$ cat src/rtl/bus_arbiter.sv
// ---------------------------------------------------------------------------
// bus_arbiter
//   Two-requester arbiter and sequencer in front of memory_bus. Port 0 is the
//   CPU core, port 1 a second master (DMA, boot loader, debug). Each access is
//   latched at grant and then runs for a fixed number of cycles. A one-cycle
//   ready pulse goes back to the owning port when the access is finished.
//
// Parameters
//   READ_LATENCY  : cycles from bus_address valid to bus_data_out sampled (1..15)
//   PRIORITY_MODE : 0 = round-robin tie-break, 1 = fixed priority (port 0 wins)
//
// Ports
//   clk, reset          : clock, asynchronous active-high reset
//   mX_req              : level request from port X
//   mX_we               : 1 = write, 0 = read
//   mX_address          : 16-bit address
//   mX_data_in          : 8-bit write data
//   mX_data_out         : 8-bit read data, held until the next read of port X
//   mX_ready            : one-cycle completion pulse
//   bus_address         : address to memory_bus
//   bus_data_in         : write data to memory_bus
//   bus_data_out        : read data from memory_bus
//   bus_write_enable    : write strobe, first ACCESS cycle of a write only
//   busy                : high while a transaction is in ACCESS or DONE
//   grant_id            : port owning the current or most recent transaction
// ---------------------------------------------------------------------------
module bus_arbiter #(
    parameter int READ_LATENCY  = 1,
    parameter int PRIORITY_MODE = 0
) (
    input  logic        clk,
    input  logic        reset,
    input  logic        m0_req,
    input  logic        m0_we,
    input  logic [15:0] m0_address,
    input  logic [7:0]  m0_data_in,
    output logic [7:0]  m0_data_out,
    output logic        m0_ready,
    input  logic        m1_req,
    input  logic        m1_we,
    input  logic [15:0] m1_address,
    input  logic [7:0]  m1_data_in,
    output logic [7:0]  m1_data_out,
    output logic        m1_ready,
    output logic [15:0] bus_address,
    output logic [7:0]  bus_data_in,
    input  logic [7:0]  bus_data_out,
    output logic        bus_write_enable,
    output logic        busy,
    output logic        grant_id
);

    typedef enum logic [1:0] {
        ST_IDLE   = 2'd0,
        ST_ACCESS = 2'd1,
        ST_DONE   = 2'd2
    } state_t;

    // Counter value on the last ACCESS cycle.
    localparam logic [3:0] LAST_CNT = 4'(READ_LATENCY - 1);

    state_t      state_r;
    state_t      state_nxt_s;
    logic [3:0]  count_r;
    logic        latched_we_r;
    logic        last_grant_r;

    logic        req_any_s;
    logic        sel_port_s;
    logic        sel_we_s;
    logic [15:0] sel_address_s;
    logic [7:0]  sel_data_s;
    logic        grant_now_s;
    logic        access_last_s;

    logic        busy_nxt_s;
    logic        bus_we_nxt_s;
    logic        m0_ready_nxt_s;
    logic        m1_ready_nxt_s;

    // Arbitration: pick the port that would be granted if we were in IDLE.
    always_comb begin
        req_any_s  = m0_req | m1_req;
        sel_port_s = 1'b0;
        if (m0_req && m1_req) begin
            if (PRIORITY_MODE == 1) begin
                sel_port_s = 1'b0;
            end else begin
                // Round-robin: the port that did not win last time goes next.
                sel_port_s = ~last_grant_r;
            end
        end else if (m1_req) begin
            sel_port_s = 1'b1;
        end else begin
            sel_port_s = 1'b0;
        end

        if (sel_port_s) begin
            sel_we_s      = m1_we;
            sel_address_s = m1_address;
            sel_data_s    = m1_data_in;
        end else begin
            sel_we_s      = m0_we;
            sel_address_s = m0_address;
            sel_data_s    = m0_data_in;
        end

        grant_now_s   = (state_r == ST_IDLE) && req_any_s;
        access_last_s = (state_r == ST_ACCESS) && (count_r == LAST_CNT);
    end

    // FSM state register.
    always_ff @(posedge clk or posedge reset) begin
        if (reset) begin
            state_r <= ST_IDLE;
        end else begin
            state_r <= state_nxt_s;
        end
    end

    // FSM next-state logic; DONE always returns to IDLE without re-arbitrating.
    always_comb begin
        state_nxt_s = state_r;
        case (state_r)
            ST_IDLE: begin
                if (req_any_s) begin
                    state_nxt_s = ST_ACCESS;
                end else begin
                    state_nxt_s = ST_IDLE;
                end
            end
            ST_ACCESS: begin
                if (count_r == LAST_CNT) begin
                    state_nxt_s = ST_DONE;
                end else begin
                    state_nxt_s = ST_ACCESS;
                end
            end
            ST_DONE: begin
                state_nxt_s = ST_IDLE;
            end
            default: begin
                state_nxt_s = ST_IDLE;
            end
        endcase
    end

    // FSM output logic: next values of the registered status outputs, so
    // they line up with the state they describe.
    always_comb begin
        busy_nxt_s     = (state_nxt_s != ST_IDLE);
        // Write strobe only for the first ACCESS cycle, i.e. right after grant.
        if (grant_now_s) begin
            bus_we_nxt_s = sel_we_s;
        end else begin
            bus_we_nxt_s = 1'b0;
        end
        // grant_id is stable throughout ACCESS, so it selects the ready port.
        if (access_last_s) begin
            m0_ready_nxt_s = ~grant_id;
            m1_ready_nxt_s = grant_id;
        end else begin
            m0_ready_nxt_s = 1'b0;
            m1_ready_nxt_s = 1'b0;
        end
    end

    // Registered status outputs.
    always_ff @(posedge clk or posedge reset) begin
        if (reset) begin
            busy             <= 1'b0;
            bus_write_enable <= 1'b0;
            m0_ready         <= 1'b0;
            m1_ready         <= 1'b0;
        end else begin
            busy             <= busy_nxt_s;
            bus_write_enable <= bus_we_nxt_s;
            m0_ready         <= m0_ready_nxt_s;
            m1_ready         <= m1_ready_nxt_s;
        end
    end

    // Transaction latch: requester inputs are captured only at grant.
    always_ff @(posedge clk or posedge reset) begin
        if (reset) begin
            bus_address  <= 16'h0000;
            bus_data_in  <= 8'h00;
            latched_we_r <= 1'b0;
            grant_id     <= 1'b0;
            // Pretend port 1 won last so port 0 takes the first tie.
            last_grant_r <= 1'b1;
        end else if (grant_now_s) begin
            bus_address  <= sel_address_s;
            bus_data_in  <= sel_data_s;
            latched_we_r <= sel_we_s;
            grant_id     <= sel_port_s;
            last_grant_r <= sel_port_s;
        end else begin
            bus_address  <= bus_address;
            bus_data_in  <= bus_data_in;
            latched_we_r <= latched_we_r;
            grant_id     <= grant_id;
            last_grant_r <= last_grant_r;
        end
    end

    // Latency counter: cleared at grant, counts ACCESS cycles.
    always_ff @(posedge clk or posedge reset) begin
        if (reset) begin
            count_r <= 4'd0;
        end else if (grant_now_s) begin
            count_r <= 4'd0;
        end else if (state_r == ST_ACCESS) begin
            count_r <= count_r + 4'd1;
        end else begin
            count_r <= count_r;
        end
    end

    // Read data capture on the last ACCESS cycle; writes leave data_out alone.
    always_ff @(posedge clk or posedge reset) begin
        if (reset) begin
            m0_data_out <= 8'h00;
            m1_data_out <= 8'h00;
        end else if (access_last_s && !latched_we_r) begin
            if (grant_id) begin
                m1_data_out <= bus_data_out;
            end else begin
                m0_data_out <= bus_data_out;
            end
        end else begin
            m0_data_out <= m0_data_out;
            m1_data_out <= m1_data_out;
        end
    end

endmodule

$ cat config.mk
export PLATFORM = sky130hd
export DESIGN_NAME = bus_arbiter
export DESIGN_NICKNAME = d
export VERILOG_FILES = /design/src/rtl/bus_arbiter.sv
export SDC_FILE = /design/constraint.sdc
export NUM_CORES = 1
export LEC_CHECK = 0
export ABC_AREA = 1
export BUFFER_PORTS_ARGS = -buffer_cell sky130_fd_sc_hd__buf_2
export CELL_PAD_IN_SITES_DETAIL_PLACEMENT = 1
export CELL_PAD_IN_SITES_GLOBAL_PLACEMENT = 2
export CORE_MARGIN = 10
export CORE_UTILIZATION = 28
export DETAILED_ROUTE_END_ITERATION = 10
export PLACE_DENSITY_LB_ADDON = 0.25
export SYNTH_ARGS = -nofsm -noshare
export SYNTH_HDL_FRONTEND = slang
export SYNTH_SLANG_ARGS = --single-unit
$ cat constraint.sdc
create_clock -name clk -period 2.5 [get_ports clk]
set_clock_uncertainty 0.1 [all_clocks]
set_input_delay 0.125 -clock clk [delete_from_list [all_inputs] [get_ports clk]]
set_output_delay 0.125 -clock clk [all_outputs]
set_load 0.03 [all_outputs]
# Word-level counts from Yosys, hierarchy flattened
# Cells that the tools add are included.
dict set report word_totals {
  reg_bits 53
  inputBits 62
  output_inout_bits 45
  elab_cells 42
}
dict set report classes {
  n_addsub 1
  eq_ne 1
  n_mux 13
  bitwise_logic 3
  n_reduce_logical 11
}
# cell count
set ops {}
lappend ops {{16-bit two-way mux} 1}
lappend ops {{4-bit two-way mux} 2}
lappend ops {{8-bit two-way mux} 1}
lappend ops {{1-bit two-way mux} 7}
lappend ops {{4-bit by 1-bit adder with 4-bit output, second input constant} 1}
lappend ops {{1-bit logical AND} 4}
lappend ops {{4-bit zero test} 1}
lappend ops {{2-bit case mux with 2 select lines} 1}
lappend ops {{2-bit AND reduction} 2}
lappend ops {{2-bit nonzero test} 2}
lappend ops {{2-bit by 1-bit equality test with 1-bit output, second input constant} 1}
lappend ops {{2-bit zero test} 1}
lappend ops {{2-bit two-way mux} 1}
lappend ops {{1-bit NOT} 2}
lappend ops {{1-bit zero test} 1}
lappend ops {{1-bit bitwise OR} 1}

# Longest topological paths before layout
dict set report logic_depth {
  depth_word 4
  mapped_depth 8
  ltp_nobuf 7
}

# Worst setup path after synthesis
# OpenSTA, ideal clock, no wires.
dict set report synth_timing {
  path_kind {reg2reg}
  start {reg count_r[0]}
  end {reg m0_data_out[3]}
  setup_ns 0.118
  arrival_time_ns 1.170
  required_time_ns 2.282
  setup_slack_ns 1.112
  path_stages_with_launch 8
  path_buffers 0
  synth_period_minus_slack_ns 1.388
  path_cell_list {dfrtp_1 > inv_1 > ha_1 > nand2_1 > nor2_1 > nand4_2 > nand2_1 > nand2_1}
}
dict set report synth_between {
  elab_chain_cells 4
}
# item line
set synth_lines {}
lappend synth_lines {{start, declared} 64} ;# logic [3:0] count_r;
lappend synth_lines {{start signal, assigned} 214} ;# count_r <= count_r + 4'd1;
lappend synth_lines {{start signal, assigned} 216} ;# count_r <= count_r;
lappend synth_lines {{4-bit zero test} 109} ;# access_last_s = (state_r == ST_ACCESS) && (count_r == LAST_CNT);
lappend synth_lines {{1-bit logical AND} 109}
lappend synth_lines {{1-bit logical AND} 225} ;# end else if (access_last_s && !latched_we_r) begin
lappend synth_lines {{2-bit AND reduction (no line)} -}
lappend synth_lines {{end signal, assigned} 229} ;# m0_data_out <= bus_data_out;
lappend synth_lines {{end signal, assigned} 232} ;# m0_data_out <= m0_data_out;
lappend synth_lines {{end, declared} 37} ;# output logic [7:0] m0_data_out,
# No other way between the ends.
# A chain may end at the register's enable or synchronous reset.

# Final worst setup path
dict set report layout_timing {
  start {reg last_grant_r}
  end {reg bus_address[3]}
}
dict set report layout_between {
  elab_chain_cells 3
}
# item line
set layout_lines {}
lappend layout_lines {{start, declared} 66} ;# logic last_grant_r;
lappend layout_lines {{start signal, assigned} 197} ;# last_grant_r <= sel_port_s;
lappend layout_lines {{start signal, assigned} 203} ;# last_grant_r <= last_grant_r;
lappend layout_lines {{1-bit NOT} 90} ;# sel_port_s = ~last_grant_r;
lappend layout_lines {{1-bit two-way mux} 85} ;# if (m0_req && m1_req) begin
lappend layout_lines {{16-bit two-way mux} 98} ;# if (sel_port_s) begin
lappend layout_lines {{end signal, assigned} 193} ;# bus_address <= sel_address_s;
lappend layout_lines {{end signal, assigned} 199} ;# bus_address <= bus_address;
lappend layout_lines {{end, declared} 45} ;# output logic [15:0] bus_address,
# No other way between the ends.

==> results by group <==
Run status
  – Status: finished, violations left
  – Failing checks: negative hold slack

Synthesis
  – Syn nets: 381
  – Synth Cell Area: 2515 µm²
  – Post-synth cell types: 23
  – Post-synth EDFFs: 0
  – Seq/Total Area, Yosys: 52.79%
  – Ys async rst share: 100.0%
  – Gate count of the mapped netlist: 317
  – Synthesis warning total: 0
  – Dominant synthesized flop cell: dfrtp_1
  – Mean area per synthesized cell: 7.933 µm²
  – #FFs+latches synth: 53

Pwr
  – Combinational Power Share: 52.7%
  – PnR Total Power: 4.250 mW
  – Static leakage: 1.986 nW
  – Net Sw Frac: 51.04%
  – NetSw: 2.169 mW
  – Seq pwr share: 35.6%
  – Maximum VDD drop: 0.4391 mV
  – Internal: 2.081 mW
  – Clock power frac: 11.7%
  – PwrDens: 1234 nW/µm²

STA
  – FMAX: slightly below 500 MHz
  – Slew margin rel.: 38.76%
  – Final hold vios: 1
  – Worst Tran Pin Value: 0.9173 ns
  – Post-route clock period utilization: 82.24%
  – Final worst slack: ~0.44 ns
  – Setup TNS: 0 ns
  – Max-slew violations: 0
  – RSZ-0062 raised after global routing: false
  – Tmin final: slightly above 2 ns
  – Final setup vio count: 0
  – WHS: -0.001713 ns

CTS
  – CTS Buf Count: 5
  – CTS root buf: clkbuf_8
  – Skew-Pair Late Insertion Delay: 0.31 ns
  – Htree depth: 2
  – CTS tree: built
  – Clk sinks: 53
  – Post-CTS Resized: 0
  – Clock slew at reported path FFs: 0.10 ns
  – Clock buffer depth: 2
  – Setup bufs post-CTS: 0

Worst hold path
  – Min-delay worst type: in2reg

Critical path
  – Cells along the critical path: nand2_1 > nand2_2 > inv_2 > nand2_1 > nand2_1 > dlygate4sd3_1 > nand2_1 > nand2_1
  – Setup crit start kind: flip-flop
  – Setup CP Type: reg2reg
  – Crit path required time: 2.61 ns
  – Critical Path Slowest Stage Cell: dfstp_2
  – Setup crit end kind: flip-flop
  – CP arrival: 2.17 ns
  – CP dominant cell by count: nand2_1
  – Crit path largest cell delay: 0.55 ns
  – CP Max Fanout: 25

Finish
  – Commonest non-fill, non-tap cell in the layout: nand2_1
  – Layout cells sized above 1: 28.95%
  – Final Net Count: 512
  – Design Area, Final: 3443 µm²
  – Fin util: 39.48%
  – P&R area growth vs syn: 36.92%
  – Commonest non-fill, non-tap cells in the layout: 198 x nand2_1, 106 x buf_2, 52 x dfrtp_1, 27 x dlygate4sd3_1, 17 x nand4_1
  – Diode count: 0

Routing
  – Via Count: 2488
  – DR WL/cell: about 15 µm
  – DR iter-0 viols: 85
  – Drt first pass iters: 4
  – Final antenna-violating net count: 0
  – Number of remaining DRC errors: 0
  – Vias/cell: about 4.5
  – Final wirelength: 8.232 mm

Run
  – Max-cap violations: 0

Placed design
  – Placed Area: 3082 µm²
  – HPWL after DPL: 5.974 mm
  – Routability cong.: between 0.7 and 0.8
  – Pre-CTS WS: ~0.8 ns
  – I/O Buffers: approximately 110

Floorplanning
  – Die span in x: ~110 µm
  – Top-Level Pins: 107
  – Die H: 114.8 µm
  – Core area: ~8700 µm²
  – Rows: 34
  – Initial Util: approximately 29%
  – Die area: 13170 µm²

GRT
  – Vias in the first global route: 2820
  – Initial antenna violation count: 0
  – Overflow after GRT: 0
  – GR Util All Layers: 12.91%
  – First-pass GRT wire length: 13.94 mm
  – Pin count of the biggest net entering global routing: 44
## power by group through the flow
stage | registers, mW | clock network [mW] | logic [mW]
after floorplan | 2.18 | 0 | 0.992
after global placement | 1.53 | 0 | 2.20
after detailed placement | 1.53 | 0 | 2.25
after CTS | 1.52 | 0.522 | 2.30
after global routing | 1.58 | 0.552 | 2.50
final | 1.51 | 0.497 | 2.24
## layout make-up
class | instances | area (µm²)
inverter | 13 | 48.80
tap | 108 | 135.1
clock inverter | 3 | 22.52
timing repair buffer | 137 | 830.8
clock buffer | 5 | 68.82
fill | 1108 | 5278
sequential | 53 | 1328
multi-input combinational | 238 | 1010
## worst paths after layout
check / slack [ns] / cells after the start / endpoint / from
worst max register to register: 0.44 / 8 / bus_address[3] / last_grant_r
min in group asynchronous: 0.45 / 3 / bus_address[15] / reset
worst min register to register: 0.37 / 2 / last_grant_r / last_grant_r
worst max-delay path: 0.44 / 8 / bus_address[3] / last_grant_r
worst min-delay path: -0.002 / 5 / bus_data_in[6] / m1_data_in[6]
max in group asynchronous: 1.20 / 4 / m1_data_out[6] / reset
## routing by layer
metal  vias up  track usage, %  routed length, µm
met2        59           22.54               4095
met1      1181           14.87               3478
met5         -               0                  0
met4         0           3.465                 91
met3         8           4.167                568
li1       1240               -                  -
## cell families after synthesis
group / share of synthesized area [%]
fa+ha+maj: 0.9949
buf+inv: 7.313
simple gates: 38.01
compound gates: 0.8955
flops: 52.79
## critical path, delay by kind of cell, from the launching register on
kind / cells / cell delay [ns]
buf+inv: 2 / 0.79
simple gates: 6 / 0.51
flops: 1 / 0.55
## through the flow
stage	std cells	hold slack (ns)
after CTS	556	0.0009984
final	557	-0.001713
after floorplan	317	0.1772
after detailed placement	522	0.3022
after global routing	557	0.01358
after global placement	522	0.2856
## state kept, by name (all words and copies together), names as in the netlist
name              count
m1_data_out           8
m0_data_out           8
state_r               2
m1_ready              1
count_r               4
bus_write_enable      1
m0_ready              1
busy                  1
bus_address          16
last_grant_r          1
grant_id              1
latched_we_r          1
bus_data_in           8
## timing repair
item                       in CTS  in global routing
hold endpoints to repair       69                  1
setup endpoints to repair       0                  0
hold buffers                   26                  1
## synth_stat cells (2+ instances only)
cell        n  share of area, %
clkbuf_4    3              0.90
nand4_2     2              0.99
nor2_1     10               1.5
buf_4       2              0.60
buf_2       2              0.40
buf_6       3               1.3
nand2_1   198                30
ha_1        2              0.99
dfrtp_1    52                52
inv_2       4              0.60
inv_1       8               1.2
o21ai_0     2              0.40
buf_12      2               1.6
nor2_4      2              0.90
nand4_1    17               4.2
Power figures use the tool's default switching activity.
